==> config.mk <==
export PLATFORM = sky130hd
export DESIGN_NAME = instr_encoder_flat
export DESIGN_NICKNAME = d
export VERILOG_FILES = /design/src/rtl/instr_encoder_if.sv /design/src/rtl/instr_encoder.sv /design/src/flat_wrapper.sv
export SDC_FILE = /design/constraint.sdc
export NUM_CORES = 1
export LEC_CHECK = 0
export CAP_MARGIN = 20
export CORE_MARGIN = 3
export CORE_UTILIZATION = 35
export CTS_CLUSTER_DIAMETER = 60
export DETAILED_ROUTE_END_ITERATION = 7
export GPL_ROUTABILITY_DRIVEN = 0
export SYNTH_ARGS = -nofsm -noshare
export SYNTH_HDL_FRONTEND = slang
export SYNTH_SLANG_ARGS = --single-unit
==> constraint.sdc <==
create_clock -name clk -period 2.34 [get_ports clk]
set_input_delay 0.351 -clock clk [delete_from_list [all_inputs] [get_ports clk]]
set_output_delay 0.351 -clock clk [all_outputs]
set_load 0.02 [all_outputs]
==> src/rtl/instr_encoder_if.sv <==
// Field-tuple input stream and encoded-word output stream of instr_encoder.
// The encoder connects to the slave modport; a program generator drives the master side.
interface instr_encoder_if;
  logic        in_valid;
  logic        in_ready;
  logic [1:0]  fmt;
  logic [5:0]  opcode;
  logic [4:0]  rs;
  logic [4:0]  rt;
  logic [4:0]  rd;
  logic [4:0]  shamt;
  logic [5:0]  func;
  logic [15:0] imm16;
  logic [25:0] imm26;
  logic        out_valid;
  logic        out_ready;
  logic [31:0] out_instr;
  logic [31:0] out_pc;

  modport master (
    output in_valid, fmt, opcode, rs, rt, rd, shamt, func, imm16, imm26, out_ready,
    input  in_ready, out_valid, out_instr, out_pc
  );

  modport slave (
    input  in_valid, fmt, opcode, rs, rt, rd, shamt, func, imm16, imm26, out_ready,
    output in_ready, out_valid, out_instr, out_pc
  );
endinterface

==> src/rtl/instr_encoder.sv <==
// Packs decoded MIPS fields into 32-bit words, buffers them in a FIFO and streams them out with a PC tag.
// Define ENC_CHECK_EN to build the sticky err flag for malformed R/NOP tuples; otherwise err is tied low.
module instr_encoder #(
  parameter int          DEPTH   = 4,
  parameter logic [31:0] PC_BASE = 32'h0000_3000
) (
  input  logic                     clk,
  input  logic                     reset,
  instr_encoder_if.slave           bus,
  output logic [$clog2(DEPTH):0]   count,
  output logic                     err
);

  localparam int AW = $clog2(DEPTH);
  localparam int CW = AW + 1;
  localparam logic [CW-1:0] FULL = CW'(DEPTH);

  logic [31:0]   mem [DEPTH];
  logic [AW-1:0] wr_ptr;
  logic [AW-1:0] rd_ptr;
  logic [31:0]   pc;
  logic [31:0]   enc_word;
  logic          push;
  logic          pop;

  always_comb begin
    enc_word = 32'h0000_0000;
    unique case (bus.fmt)
      2'b00:   enc_word = {bus.opcode, bus.rs, bus.rt, bus.rd, bus.shamt, bus.func};
      2'b01:   enc_word = {bus.opcode, bus.rs, bus.rt, bus.imm16};
      2'b10:   enc_word = {bus.opcode, bus.imm26};
      default: enc_word = 32'h0000_0000;
    endcase
  end

  // Ready/valid depend only on the occupancy counter, so a full FIFO never accepts
  // even while it is being drained in the same cycle.
  assign bus.in_ready  = (count != FULL);
  assign bus.out_valid = (count != '0);
  assign push          = bus.in_valid && bus.in_ready;
  assign pop           = bus.out_valid && bus.out_ready;
  assign bus.out_instr = (count == '0) ? 32'h0000_0000 : mem[rd_ptr];
  assign bus.out_pc    = pc;

  always_ff @(posedge clk) begin
    if (!reset && push) begin
      mem[wr_ptr] <= enc_word;
    end
  end

  always_ff @(posedge clk) begin
    if (reset) begin
      wr_ptr <= '0;
      rd_ptr <= '0;
      count  <= '0;
      pc     <= PC_BASE;
    end else begin
      if (push) begin
        wr_ptr <= wr_ptr + AW'(1);
      end
      if (pop) begin
        rd_ptr <= rd_ptr + AW'(1);
        pc     <= pc + 32'd4;
      end
      if (push && !pop) begin
        count <= count + CW'(1);
      end else if (pop && !push) begin
        count <= count - CW'(1);
      end
    end
  end

`ifdef ENC_CHECK_EN
  logic bad_tuple;

  // R words must carry opcode 0; a NOP must carry no register/function fields at all.
  always_comb begin
    bad_tuple = 1'b0;
    if (bus.fmt == 2'b00 && bus.opcode != 6'h00) begin
      bad_tuple = 1'b1;
    end else if (bus.fmt == 2'b11 &&
                 {bus.opcode, bus.rs, bus.rt, bus.rd, bus.shamt, bus.func} != 32'h0) begin
      bad_tuple = 1'b1;
    end
  end

  always_ff @(posedge clk) begin
    if (reset) begin
      err <= 1'b0;
    end else if (push && bad_tuple) begin
      err <= 1'b1;
    end
  end
`else
  assign err = 1'b0;
`endif

endmodule

==> src/flat_wrapper.sv <==
// flat-port wrapper written by rule: the top's interface ports become plain ports
module instr_encoder_flat 
#(
  parameter int          DEPTH   = 4,
  parameter logic [31:0] PC_BASE = 32'h0000_3000
)
  (clk, reset, count, err, bus_in_valid, bus_fmt, bus_opcode, bus_rs, bus_rt, bus_rd, bus_shamt, bus_func, bus_imm16, bus_imm26, bus_out_ready, bus_in_ready, bus_out_valid, bus_out_instr, bus_out_pc);
  instr_encoder_if bus_i ();
  input  logic clk;
  input  logic reset;
  output logic [$clog2(DEPTH):0] count;
  output logic err;
  input wire logic [$bits(bus_i.in_valid)-1:0] bus_in_valid;
  input wire logic [$bits(bus_i.fmt)-1:0] bus_fmt;
  input wire logic [$bits(bus_i.opcode)-1:0] bus_opcode;
  input wire logic [$bits(bus_i.rs)-1:0] bus_rs;
  input wire logic [$bits(bus_i.rt)-1:0] bus_rt;
  input wire logic [$bits(bus_i.rd)-1:0] bus_rd;
  input wire logic [$bits(bus_i.shamt)-1:0] bus_shamt;
  input wire logic [$bits(bus_i.func)-1:0] bus_func;
  input wire logic [$bits(bus_i.imm16)-1:0] bus_imm16;
  input wire logic [$bits(bus_i.imm26)-1:0] bus_imm26;
  input wire logic [$bits(bus_i.out_ready)-1:0] bus_out_ready;
  output wire logic [$bits(bus_i.in_ready)-1:0] bus_in_ready;
  output wire logic [$bits(bus_i.out_valid)-1:0] bus_out_valid;
  output wire logic [$bits(bus_i.out_instr)-1:0] bus_out_instr;
  output wire logic [$bits(bus_i.out_pc)-1:0] bus_out_pc;
  assign bus_i.in_valid = bus_in_valid;
  assign bus_i.fmt = bus_fmt;
  assign bus_i.opcode = bus_opcode;
  assign bus_i.rs = bus_rs;
  assign bus_i.rt = bus_rt;
  assign bus_i.rd = bus_rd;
  assign bus_i.shamt = bus_shamt;
  assign bus_i.func = bus_func;
  assign bus_i.imm16 = bus_imm16;
  assign bus_i.imm26 = bus_imm26;
  assign bus_i.out_ready = bus_out_ready;
  assign bus_in_ready = bus_i.in_ready;
  assign bus_out_valid = bus_i.out_valid;
  assign bus_out_instr = bus_i.out_instr;
  assign bus_out_pc = bus_i.out_pc;
  instr_encoder #(.DEPTH(DEPTH), .PC_BASE(PC_BASE)) u_core (.clk(clk), .reset(reset), .bus(bus_i), .count(count), .err(err));
endmodule
==> metrics.txt <==
r2r endpoint=u_core.count[2]; Die Height=149 um; CP max-delay cell=mux4_2; Synth area leaders=edfxtp_1, dfxtp_1, mux4_2; worst path required time=1.99 ns; # diodes=0; Post-Synth Simple-Gate Area=0.120; Routed WL=17200 um; Worst Setup EP=bus_out_instr[28]; max_cap viols=0; post-synthesis xor/xnor area fraction=0.0158; static leakage power=3.35 nW; Post-Syn Area per Cell=13.9 um2; worst vdd ir=0.555 mV; Slew @ Worst Pin=0.888 ns; Tightest Hold Check Type=flop to flop; Layout Utilization=0.490; commonest cells after routing, fill and taps aside=edfxtp_1, clkdlybuf4s50_1, nand2_1, o21ai_0, dfxtp_1; initial DRC count=200; commonest non-fill, non-tap cell in the layout=edfxtp_1; area growth from synthesis to layout=35.2%; CTS tree=built; CP Capture Type=output pin; Total Power=9.31 mW; Netlist cell types=36; share of layout cells above drive strength 1=0.197; Slew headroom=0.408; RSZ-0062 raised after global routing=yes; crit path max fanout=8; Nets=769; Layout Cells excl Fill=960; DIE AREA=22300 um2; Num CTS Buffers=17; Rows=51; hold_ws=0.503 ns; Die X=149 um; CP Launch Type=flop; largest net degree at the start of global routing=41; Worst path max stage delay=0.50 ns; final critical-path share of the clock period=1.01; antenna-violating nets left=0; Via Count=4734; Worst-Skew Late Latency=0.42 ns; Pins Over Slew Limit=0; Clock Pin Slew Worst Setup and Hold Paths=0.07 ns; via-per-instance ratio=4.93; top cell type's share of synthesized area=0.534; synth warn=0; HPWL Detailed=11700 um; Design Area, Final=9730 um2; CTS Root Buffer Type=clkbuf_16; Finish-stage setup viols=5; placed cell count=923; WS Path Type=flop to output pin; largest family of logic cells by synthesized area=multiplexers; hold_buf cts=0; Overflow after GRT=0; num ports=150; Power Density=957 nW/um2; FMAX=0.424 GHz; number of global-route vias before repair=4985; post-synthesis mux area share=0.129; clk sinks=167; first-pass GRT wire length=27000 um; Area after DPL=9120 um2; Synth Register Bits=167; CP Cell Sequence=bufbuf_16 -> mux4_2 -> and2_1 -> clkdlybuf4s15_2; reg-to-reg startpoint=u_core.count[0]; Seq/Total Area, Yosys=0.643; failing checks=negative setup slack; Hold Vio Cnt, Final=0; Synth Area in Adders=0.0132; Reg2Reg Depth=9; outcome=finished with violations; core area=19800 um2; reg2reg setup slack=0.20 ns; cell area after synthesis=7190 um2; Final Skew=0.00883 ns; clk buf depth=2; initial antenna violation count=1; Synth Area in Compound Gates=0.0492; WL per Instance=17.9 um; top cell type by total area after synthesis=edfxtp_1; H-tree Lvls=4; post-route setup slack=-0.0165 ns; Data arrival, critical path=2.01 ns; gr usage total=0.156; IO buf count=146; DR DRC count=0; Initial Util=0.363; Pre-antenna DRT Iters=4; min Tclk post-route=2.36 ns; Post-Synthesis Cells=516
## metal layers
layer,track usage,share of wire,vias to the layer above
li1,-,-,2259
met1,0.202,0.44,2316
met2,0.265,0.49,143
met3,0.0444,0.057,14
met4,0.0330,0.0073,2
met5,0,0.00076,-
## critical path, delay by kind of cell (launching register included)
kind | cells | cell delay (ns)
buf+inv | 2 | 0.54
mux | 1 | 0.50
flops | 1 | 0.38
simple gates | 1 | 0.17
## cells by family after synthesis
family / Yosys count
AO/OA/AOI/OAI: 65
XOR/XNOR: 13
adder cells (fa/ha/maj): 7
buffers and inverters: 51
flip-flops: 167
multiplexers: 52
other: 1
AND/OR/NAND/NOR: 160
## power breakdown
| part | internal (mW) | switching, mW | total, mW |
|---|---|---|---|
| Sequential | 3.43 | 0.130 | 3.56 |
| Clock | 1.35 | 1.13 | 2.49 |
| Combinational | 1.63 | 1.64 | 3.26 |
| Total | 6.41 | 2.90 | 9.31 |
## through the flow
| stage | TNS (ns) | setup slack (ns) |
|---|---|---|
| finish | -0.0425 | -0.0165 |
| global route | -1.63 | -0.104 |
| CTS | -1.18 | -0.103 |
| detailed placement | -1.41 | -0.126 |
| global placement | -0.0938 | -0.0861 |
| floorplan | 0 | 0.0538 |
## worst min-delay path by stage
stage                          startpoint  slack, ns  cells past startpoint               endpoint
detailed placement  u_core.bus.out_pc[22]       0.50                      2  u_core.bus.out_pc[22]
finish              u_core.bus.out_pc[22]       0.50                      2  u_core.bus.out_pc[22]
global placement    u_core.bus.out_pc[22]       0.48                      2  u_core.bus.out_pc[22]
floorplan                u_core.wr_ptr[1]       0.47                      2       u_core.wr_ptr[1]
global route        u_core.bus.out_pc[22]       0.53                      2  u_core.bus.out_pc[22]
CTS                 u_core.bus.out_pc[22]       0.51                      2  u_core.bus.out_pc[22]
## state kept, by name, indices dropped and copies added, names as in the netlist, named ones only
register / flops
u_core.mem: 128
u_core.rd_ptr: 2
u_core.count: 3
u_core.bus.out_pc: 30
u_core.wr_ptr: 2
## timing repair
action / in CTS / in global routing
setup endpoints to repair: 33 / 24
cloned: 1 / 1
resized for setup: 96 / 24
buffers inserted: 1 / 2
## layout make-up
cell class                 instances  area, um2
timing repair buffer             174       1750
multi-input combinational        300       2400
tap                              265        332
fill                            1719      10100
clock buffer                      17        425
clock inverter                    15        105
sequential                       167       4640
inverter                          22       85.1
## cells in the mapped netlist (all sizes together)
master and instances:
o31ai 10, a21oi 19, or4 12, xor2 7, and4 3, nand2 42, ha 6, nand3 12
o31a 1, nor2 18, conb 1, nor4 3, nor2b 4, nand4 7, nor3 2, xnor2 6
and2 43, o21ai 35, mux2i 17, clkbuf 18, edfxtp 128, mux2 3, and3 2, buf 11
nor4b 1, dfxtp 39, or3 10, fa 1, inv 22, or3b 1, mux4 32
No activity file was read; power rests on OpenSTA's default activity.
